File: src/rtl/srl_fifo_pkg.sv
`default_nettype none
// ----------------------------------------------------------------------------
// srl_fifo_pkg : shared sizing helpers and option constants for srl_fifo
// Rev 1.0
// ----------------------------------------------------------------------------
package srl_fifo_pkg;

    localparam string OUT_REG_ON = "true";

    function automatic int depth_of(input int aw);
        return 1 << aw;
    endfunction

    // Wide enough for DEPTH+1 words (store plus optional output stage).
    function automatic int count_width(input int aw);
        return $clog2((1 << aw) + 2);
    endfunction

endpackage
`default_nettype wire

File: src/rtl/srl_tap_store.sv
`default_nettype none
// ----------------------------------------------------------------------------
// srl_tap_store : shift-in tap-delay array with asynchronous addressed read
// Rev 1.0
// ----------------------------------------------------------------------------
module srl_tap_store
    import srl_fifo_pkg::*;
#(
    parameter int AW = 4,
    parameter int DW = 8
) (
    input  logic          clk,
    input  logic          ce,
    input  logic [DW-1:0] d,
    input  logic [AW-1:0] addr,
    output logic [DW-1:0] q
);

    localparam int DEPTH = depth_of(AW);

    // No reset so the array maps onto dynamic shift-register primitives.
    logic [DW-1:0] taps_q [DEPTH];

    always_ff @(posedge clk) begin
        if (ce) begin
            taps_q[0] <= d;
            for (int i = 1; i < DEPTH; i++) begin
                taps_q[i] <= taps_q[i-1];
            end
        end
    end

    assign q = taps_q[addr];

endmodule
`default_nettype wire

File: src/rtl/srl_fifo.sv
`default_nettype none
// ----------------------------------------------------------------------------
// srl_fifo : valid/ready FIFO on a tap-delay store, optional output register
// Rev 1.0
// ----------------------------------------------------------------------------
module srl_fifo
    import srl_fifo_pkg::*;
#(
    parameter int    AW      = 4,
    parameter int    DW      = 8,
    parameter string OUT_REG = "false"
) (
    input  logic                          clk,
    input  logic                          rst_n,
    input  logic                          s_valid,
    output logic                          s_ready,
    input  logic [DW-1:0]                 s_data,
    output logic                          m_valid,
    input  logic                          m_ready,
    output logic [DW-1:0]                 m_data,
    output logic [count_width(AW)-1:0]    count
);

    localparam int            DEPTH    = depth_of(AW);
    localparam int            CW       = count_width(AW);
    localparam logic [CW-1:0] FULL_C   = CW'(DEPTH);
    localparam logic [CW-1:0] ONE_C    = CW'(1);
    localparam bit            USE_OREG = (OUT_REG == OUT_REG_ON);

    logic [CW-1:0] sc_q, sc_d;
    logic          s_ready_q, s_ready_d;
    logic          push;
    logic          st_pop;
    logic          st_nonempty;
    logic [AW-1:0] ptr;
    logic [DW-1:0] tap_rd;

    assign push        = s_valid & s_ready_q;
    assign st_nonempty = (sc_q != '0);
    assign ptr         = AW'(sc_q - ONE_C);
    assign s_ready     = s_ready_q;

    srl_tap_store #(
        .AW (AW),
        .DW (DW)
    ) u_store (
        .clk  (clk),
        .ce   (push),
        .d    (s_data),
        .addr (ptr),
        .q    (tap_rd)
    );

    // Push and pop together leave sc alone: the shift itself advances the head.
    always_comb begin
        sc_d = sc_q;
        if (push && !st_pop) begin
            sc_d = sc_q + ONE_C;
        end else if (!push && st_pop) begin
            sc_d = sc_q - ONE_C;
        end
    end

    assign s_ready_d = (sc_d < FULL_C);

    always_ff @(posedge clk or negedge rst_n) begin
        if (!rst_n) begin
            sc_q      <= '0;
            s_ready_q <= 1'b0;
        end else begin
            sc_q      <= sc_d;
            s_ready_q <= s_ready_d;
        end
    end

    if (USE_OREG) begin : g_oreg
        logic          ov_q, ov_d;
        logic [DW-1:0] od_q, od_d;
        logic          load;

        assign load = st_nonempty & (~ov_q | m_ready);

        always_comb begin
            ov_d = ov_q;
            od_d = od_q;
            if (load) begin
                ov_d = 1'b1;
                od_d = tap_rd;
            end else if (m_ready) begin
                ov_d = 1'b0;
            end
        end

        always_ff @(posedge clk or negedge rst_n) begin
            if (!rst_n) begin
                ov_q <= 1'b0;
                od_q <= '0;
            end else begin
                ov_q <= ov_d;
                od_q <= od_d;
            end
        end

        assign st_pop  = load;
        assign m_valid = ov_q;
        assign m_data  = od_q;
        assign count   = sc_q + CW'(ov_q);
    end else begin : g_comb
        assign st_pop  = st_nonempty & m_ready;
        assign m_valid = st_nonempty;
        assign m_data  = tap_rd;
        assign count   = sc_q;
    end

    a_sc_range: assert property (@(posedge clk) disable iff (!rst_n) sc_q <= FULL_C);

endmodule
`default_nettype wire
File: config.mk
export PLATFORM = sky130hd
export DESIGN_NAME = srl_fifo
export DESIGN_NICKNAME = d
export VERILOG_FILES = /design/src/rtl/srl_fifo_pkg.sv /design/src/rtl/srl_tap_store.sv /design/src/rtl/srl_fifo.sv
export SDC_FILE = /design/constraint.sdc
export NUM_CORES = 1
export LEC_CHECK = 0
export ABC_AREA = 1
export BUFFER_PORTS_ARGS = -buffer_cell sky130_fd_sc_hd__buf_2
export CORE_MARGIN = 2
export CORE_UTILIZATION = 45
export CTS_BUF_LIST = sky130_fd_sc_hd__clkbuf_16
export DETAILED_ROUTE_END_ITERATION = 10
export MAX_ROUTING_LAYER = met4
export PLACE_DENSITY_LB_ADDON = 0.12
export REMOVE_ABC_BUFFERS = 1
export SKIP_LAST_GASP = 1
export SLEW_MARGIN = 40
export SYNTH_ARGS = -nofsm -noshare
export SYNTH_HDL_FRONTEND = slang
export SYNTH_SLANG_ARGS = --single-unit
File: constraint.sdc
create_clock -name clk -period 10.1 [get_ports clk]
set_input_delay 0 -clock clk [delete_from_list [all_inputs] [get_ports clk]]
set_output_delay 0 -clock clk [all_outputs]
set_load 0.05 [all_outputs]
After elaboration in Yosys (flattened, before gate mapping):

Memories as Yosys holds them, arrays and structs flattened.
Index checks and enable logic that the tools add are counted.

* bits in latches: 0
* memory bits (writable): 128
* bits of input ports: 12
* word-level logic and storage cells: 17
* ROM bits: 0
* output and inout port bits: 15
* flip-flop bits (word level): 6
* memories kept: 1

* divide/modulo/power cells: 0
* bitwise operators: 2
* $lt $le $gt $ge: 1
* eq/ne operators: 0
* $add $sub $neg: 2
* $mul: 0
* reductions and logical operators: 5
* shift operators: 0
* mux-type cells: 4

Memory list
* u_store.taps_q: depth 16, bits a word 8, rd ports 16, clocked after Yosys merged registers in 0, write ports 16, RTL line srl_tap_store.sv:22 `logic [DW-1:0] taps_q [DEPTH];`

Operators by type and width (count)
* $mux W5: 2
* $add A5 B1 Y5 const B: 1
* $lt A5 B5 Y1 const B: 1
* $reduce_bool A5 Y1: 1
* $sub A5 B1 Y5 const B: 1
* $and A1 B1 Y1: 2
* $logic_and A1 B1 Y1: 2
* $logic_not A1 Y1: 2
* $mux W1: 2

Logic depth before layout (Yosys ltp):

Gate-level depths: netlist (run 1).

* word-level depth: 6
* mapped depth: 14
* mapped depth without buffers: 12

Cells and area by module:

From an unflattened synthesis (run 1), not the netlist that was laid out.

* cells, all modules: 583
* area, all modules: 5970.7 sq um

Modules (own cells, without submodules)
* srl_tap_store: seq. area each 3843.7 sq um, area an instance 5502.8 sq um, cells an instance 516, instances 1
* srl_fifo: seq. area each 150.1 sq um, area an instance 467.9 sq um, cells an instance 67, instances 1

Least setup slack after synthesis (run 1):

Ideal clock, no wire load.

* path type: register to register
* from: reg s_ready_q (netlist: s_ready)
* to: reg (tool-made name)
* clock period less this slack: 4330 ps
* path slack: 5770 ps
* setup time: 118 ps
* data arrival time: 4212 ps
* data required time: 9982 ps
* cell stages (with the launch flop): 11
* buffers on the path: 0
* path through: dfrtp_1 > nand2_1 > inv_1 > ha_1 > inv_1 > nand2_1 > inv_1 > nand3_1 > nand2_1 > nand2_1 > nand2_1

RTL lines
* start: declaration: RTL line srl_fifo.sv:31 `logic s_ready_q, s_ready_d;`
* start signal: assignment: RTL line srl_fifo.sv:72 `s_ready_q <= s_ready_d;`

Final worst setup path (run 1):

* from: reg sc_q[0] (netlist: count[0])
* to: out m_data[3]

* word-level cells in the longest chain between the ends: 2

RTL lines
* start: declaration: RTL line srl_fifo.sv:30 `logic [CW-1:0] sc_q, sc_d;`
* start signal: assignment: RTL line srl_fifo.sv:68 `sc_q <= '0;`
* start signal: assignment: RTL line srl_fifo.sv:71 `sc_q <= sc_d;`
* $sub A5 B1 Y5
* $mem_v2 Z16 W8
* end: declaration: RTL line srl_fifo.sv:20 `output logic [DW-1:0] m_data,`

No other way between the ends.

==> metrics.md, run 1 <==
| Metric | Value |
|---|---|
| Outcome | finished clean |
| DRT iter0 DRCs | 334 |
| Dpl hpwl | slightly above 6000 um |
| Worst hold path stage count | 6 |
| Area Overhead vs Synth | 15.0% |
| R2R depth | 11 |
| Most frequent cell after synthesis | nand2_1 |
| Post-synthesis cell count | 587 |
| Share of cells above drive strength 1 | 0.108 |
| Mapped Area | 6030 um2 |
| Syn avg cell area | 10.3 um2 |
| Top post-synthesis cells by count | 174 x nand2_1, 128 x edfxtp_1, 110 x inv_1, 98 x nand3_1, 18 x nor2_1 |
| CP startpoint kind | flip-flop |
| #FFs+latches synth | 134 |
| Slew Viols, Final | 0 |
| Clk sinks | 134 |
| Hold EP | count[3]$_DFFE_PN0P_ |
| Sequential fraction of the synthesis area | 0.663 |
| Setup TNS | 0 ns |
| Tcrit/Tclk final | 0.384 |
| Starting Density | 0.459 |
| Cell count after placement | 768 |
| CORE AREA | 13100 um2 |
| Synth area leader | edfxtp_1 |
| First drt pass iteration count | 5 |
| FILL cells | 1191 |
| Placed cell areas | around 6300 um2 |
| Post-DR vias/cell | 4.73 |
| CTS H-tree depth | 4 |
| Die Span X | 120 um |
| Wire per inst | 13.8 um |
| Worst-path clk slew | 0.05 ns |
| Worst EP arrival | slightly below 4 ns |
| Root buffer cell | clkbuf_16 |
| Synth area leaders | edfxtp_1 64%, nand2_1 11%, nand3_1 8.1% |
| CTS max path bufs | 2 |
| # resized after CTS | 0 |
| Remaining DRCs | 0 |
| Yosys top cell area share | 0.638 |
| Synth warnings | 0 |
| Register area | 4000 um2 |
| Final setup viols | 0 |
| Max Cap Viol | 0 |
| Fmax | about 260 MHz |
| Place WS | about 6.4 ns |
| Gr ovfl total | 0 |
| DIE AREA | 14300 um2 |
| I/O Buffers | 26 |
| ANT cells | 0 |
| Final std cell area, no fill | 6930 um2 |
| Hold crit path type | primary input to flip-flop |
| Routed wire length | around 11000 um |
| Required time of the worst setup path | 10.10 ns |
| Final std cells w/o fill | 805 |
| Async set-reset flop share out of synthesis | 0.0448 |
| Placer Congestion | 0.791 |
| RSZ-0062 raised after global routing | no |
| Period minus WS final | 3.88 ns |
| CTS Buf Count | 17 |
| CP Capture Type | primary output |
| Least-Margin Pin Slew | 0.801 ns |
| # nets final | between 600 and 700 |
| Hold Fails Final Rpt | 0 |
| Worst-skew pair later-pin latency | 0.42 ns |
| Yosys cell types | 25 |
| Largest net degree at the start of global routing | 91 |
| Global-route usage over all layers | 0.174 |
| Num rows | 42 |
| First-pass GRT wire length | roughly 19000 um |
| Flop-to-flop setup slack | between 7 and 8 ns |
| Die Ht | 120 um |
| Primary FF master, synth | edfxtp_1 |
| Number of global-route vias before repair | 3719 |
| HP Start | m_ready |
| Final Worst Setup Slack | slightly above 6 ns |
| Worst Skew | 0.00926 ns |
| Antenna Nets Post-Route | 0 |
| Crit Path Max Fanout | 77 |
| WS Path Type | flip-flop to primary output |
| RR Endpoint | count[2]$_DFFE_PN0P_ |
| Max_slew headroom | 0.466 |
| Initial antenna violation count | 0 |
| Footprint of the multi-input gates | 1470 um2 |
| Via count | 3811 |
| R2r startpoint | count[0]$_DFFE_PN0P_ |
| Post-synth EDFFs | 128 |
| CTS tree | yes |
| I/O pin count | 27 |
layer usage:
| metal | global-route usage | routed length, um | share of wire |
|---|---|---|---|
| met2 | 0.243 | 4900 | 0.44 |
| met4 | 0.0544 | 102 | 0.0092 |
| met1 | 0.246 | 5760 | 0.52 |
| met5 | - | 0 | 0 |
| met3 | 0.0542 | 373 | 0.034 |
what timing repair did:
item / in CTS / in global routing
hold buffers: 10 / 0
endpoints found under the setup margin: 0 / 0
setup buffers: 0 / 0
endpoints found under the hold margin: 14 / 0
flip-flops by register name, indices dropped and copies added, names as in the netlist, named ones only:
signal,cells
s_ready,1
count,4
u_store.taps_q,128
layout by cell type (no fill, tap or decap):
cell type and instances:
nand2_4 1, xnor2_4 1, buf_6 2, inv_4 2
inv_2 2, nor2_1 18, clkinv_1 3, inv_1 111
nand2_1 174, dfrtp_2 1, dfrtp_1 5, xor2_4 1
buf_4 1, clkbuf_16 17, edfxtp_1 128, bufinv_16 3
clkinv_2 2, clkinv_4 1, nand4_1 2, dlygate4sd3_1 10
o21ai_0 3, nor3b_1 1, nand3_2 7, ha_1 4
a21oi_1 2, nand2_8 1, o21ai_1 2, buf_2 26
nand3_1 98
critical path, cell delays in order (launching register included):
cell,delay (ns)
dfrtp_2,0.35
buf_6,0.45
inv_4,0.38
ha_1,0.87
buf_4,0.40
inv_2,0.28
nand3_1,0.16
nand3_1,0.08
nand3_1,0.15
nand2_1,0.08
buf_2,0.21
cell families (layout without fill, tap and decap cells):
family,after synthesis,count (layout),synth area share
compound gates,7,7,0.00581
xor+xnor,2,2,0.00540
fa+ha+maj,4,4,0.00830
buf+inv,138,180,0.0967
flops,134,134,0.663
simple gates,302,302,0.221
final cells by class:
type	instances	share of cell area
Clock buffer	17	0.0614
Clock inverter	10	0.0172
Inverter	114	0.0632
Multi-Input combinational cell	315	0.212
Sequential cell	134	0.576
Tap cell	176	0.0318
Timing Repair Buffer	39	0.0376
worst max path at each step:
stage | start | end | slack, ns | cells after the start
global route | count[0]$_DFFE_PN0P_ | m_data[0] | 5.88 | 10
CTS | count[0]$_DFFE_PN0P_ | m_data[3] | 5.91 | 10
finish | count[0]$_DFFE_PN0P_ | m_data[3] | 6.22 | 10
detailed placement | count[0]$_DFFE_PN0P_ | m_data[3] | 6.35 | 10
global placement | count[0]$_DFFE_PN0P_ | m_data[3] | 6.15 | 10
floorplan | count[0]$_DFFE_PN0P_ | m_data[0] | 5.51 | 7
through the flow:
stage	hold slack (ns)	utilization
global route	0.226	0.528
detailed placement	-0.167	0.478
global placement	-0.169	0.476
CTS	0.153	0.527
floorplan	-0.296	-
finish	0.168	0.528
Power of run 1 is left out: the tool's default activity adds up to more than one toggle a clock period on the data nets, which glitch-free logic cannot reach.
==> run 2, diff against run 1 <==
==> constraint.sdc (replaced) <==
create_clock -name clk -period 3.7 [get_ports clk]
set_input_delay 0 -clock clk [delete_from_list [all_inputs] [get_ports clk]]
set_output_delay 0 -clock clk [all_outputs]
set_load 0.05 [all_outputs]
==> metrics.md, run 2 (same netlist as run 1, synthesis figures left out) <==
| Metric | Value |
|---|---|
| Outcome | finished clean |
| R2r startpoint | count[1]$_DFFE_PN0P_ |
| RSZ-0062 raised after global routing | no |
| Post-CTS Setup Repair Bufs | 0 (unchanged) |
| ANT cells | 0 (unchanged) |
| # nets final | 640 (+0.47%) |
| Global-route usage over all layers | 0.174 (about the same) |
| Via count | 3837 (+0.68%) |
| HP Start | m_ready |
| Placer Congestion | 0.806 (+1.9%) |
| Die Ht | 120 um (unchanged) |
| Largest net degree at the start of global routing | 77 (-15%) |
| Number of global-route vias before repair | 3731 (+0.32%) |
| I/O pin count | 27 (unchanged) |
| Hold Slack | 0.165 ns (-0.00291 ns) |
| Worst Setup SP | count[1]$_DFFE_PN0P_ |
| Register area | 4000 um2 (unchanged) |
| CTS H-tree depth | 4 (unchanged) |
| Antenna Nets Post-Route | 0 (unchanged) |
| DRT iter0 DRCs | 374 (+12%) |
| Hold crit path type | primary input to flip-flop |
| CTS max path bufs | 2 (unchanged) |
| Final Worst Setup Slack | 1.01 ns (-5.21 ns) |
| CP Capture Type | primary output |
| Gr ovfl total | 0 (unchanged) |
| Routed wire length | 11200 um (+0.77%) |
| Worst Skew | 0.00704 ns (-0.00223 ns) |
| Most common cell after layout, fill and taps aside | nand2_1 |
| Initial antenna violation count | 0 (unchanged) |
| Clk sinks | 134 (unchanged) |
| FILL cells | 1201 (+0.84%) |
| # resized after CTS | 0 (unchanged) |
| Slew Viols, Final | 0 (unchanged) |
| Crit Path Max Fanout | 28 (-64%) |
| Post-DR vias/cell | 4.72 (-0.31%) |
| Max_slew headroom | 0.547 (+0.0815) |
| Hold-fix buffers, CTS | 10 (unchanged) |
| Place WS | 1.36 ns (-5.00 ns) |
| Required time of the worst setup path | 3.70 ns (-6.40 ns) |
| Root buffer cell | clkbuf_16 |
| Worst hold path stage count | 6 (unchanged) |
| Die Span X | 120 um (unchanged) |
| Setup TNS | 0 ns (unchanged) |
| I/O Buffers | 26 (unchanged) |
| Least-Margin Pin Slew | 0.679 ns (-0.122 ns) |
| Footprint of the multi-input gates | 1460 um2 (-0.76%) |
| Num rows | 42 (unchanged) |
| Final setup viols | 0 (unchanged) |
| Starting Density | 0.459 (unchanged) |
| Flop-to-flop setup slack | 1.62 ns (-5.50 ns) |
| Dpl hpwl | 6300 um (+1.3%) |
| Worst EP arrival | 2.69 ns (-1.19 ns) |
| First-pass GRT wire length | 18700 um (-0.26%) |
| Top reg by flops | u_store.taps_q |
| Fmax | 371 MHz |
| First drt pass iteration count | 5 (unchanged) |
| Final core occ | 0.531 (+0.00381) |
| Worst-skew pair later-pin latency | 0.41 ns (about the same) |
| Wire per inst | 13.8 um (-0.22%) |
| Max Cap Viol | 0 (unchanged) |
| CORE AREA | 13100 um2 (unchanged) |
| Largest register FFs | 128 (unchanged) |
| CTS tree | yes |
| R2R depth | 10 (-1) |
| Hold Fails Final Rpt | 0 (unchanged) |
| Share of cells above drive strength 1 | 0.124 (+0.0159) |
| DIE AREA | 14300 um2 (unchanged) |
| WS Path Type | flip-flop to primary output |
| Tcrit/Tclk final | 0.728 |
| Leading cell types in the layout, fill and taps excluded | 174 x nand2_1, 128 x edfxtp_1, 110 x inv_1, 98 x nand3_1, 26 x buf_2 |
| Worst-path clk slew | 0.05 ns (about the same) |
| CP startpoint kind | flip-flop |
| Period minus WS final | 2.69 ns |
| Remaining DRCs | 0 (unchanged) |
| RR Endpoint | count[2]$_DFFE_PN0P_ |
| CTS Buf Count | 17 (unchanged) |
| Area Overhead vs Synth | 15.8% |
-- run 2: changes by cell type in the layout (fill, tap and decap cells not counted) --
cell / before / now
inv_4: 2 / 1
clkinv_2: 2 / 5
clkinvlp_4: 0 / 2
inv_1: 111 / 110
xor2_2: 0 / 1
buf_4: 1 / 5
clkinv_1: 3 / 1
buf_6: 2 / 1
inv_2: 2 / 3
xor2_4: 1 / 0
clkinv_4: 1 / 4
-- run 2: critical path, cell delays in order, from the launching register on --
cell	delay [ns]
dfrtp_1	0.43
inv_1	0.08
ha_1	0.64
buf_4	0.43
nand3_1	0.12
nand3_1	0.09
nand3_1	0.11
nand2_1	0.11
buf_2	0.26
-- run 2: per-stage QoR --
| step | instances | area, um2 |
|---|---|---|
| after CTS | 813 | 6980 |
| after detailed placement | 771 | 6290 |
| after floorplan | 563 | 5880 |
| after global placement | 771 | 6280 |
| final | 813 | 6980 |
| after global routing | 813 | 6980 |
-- run 2: metal layers --
layer | track usage | vias up | routed length [um]
li1 | - | 1971 | -
met1 | 0.241 | 1786 | 5460
met2 | 0.244 | 78 | 5230
met3 | 0.0480 | 2 | 485
met4 | 0.0713 | 0 | 42
met5 | - | - | 0
-- run 2: worst max path at each step --
stage,endpoint
2_1_floorplan,m_data[0]
3_3_place_gp,m_data[1]
3_5_place_dp,m_data[4]
4_1_cts,m_data[4]
5_1_grt,m_data[4]
6_report,m_data[4]
-- run 2: layout make-up --
type | count | share of cell area
Clock inverter | 15 | 0.0235
Inverter | 114 | 0.0624
Multi-Input combinational cell | 315 | 0.209
Tap cell | 176 | 0.0315
Timing Repair Buffer | 42 | 0.0400
Clock buffer | 17 | 0.0609
Sequential cell | 134 | 0.572
Power of run 2 is left out for the same reason.
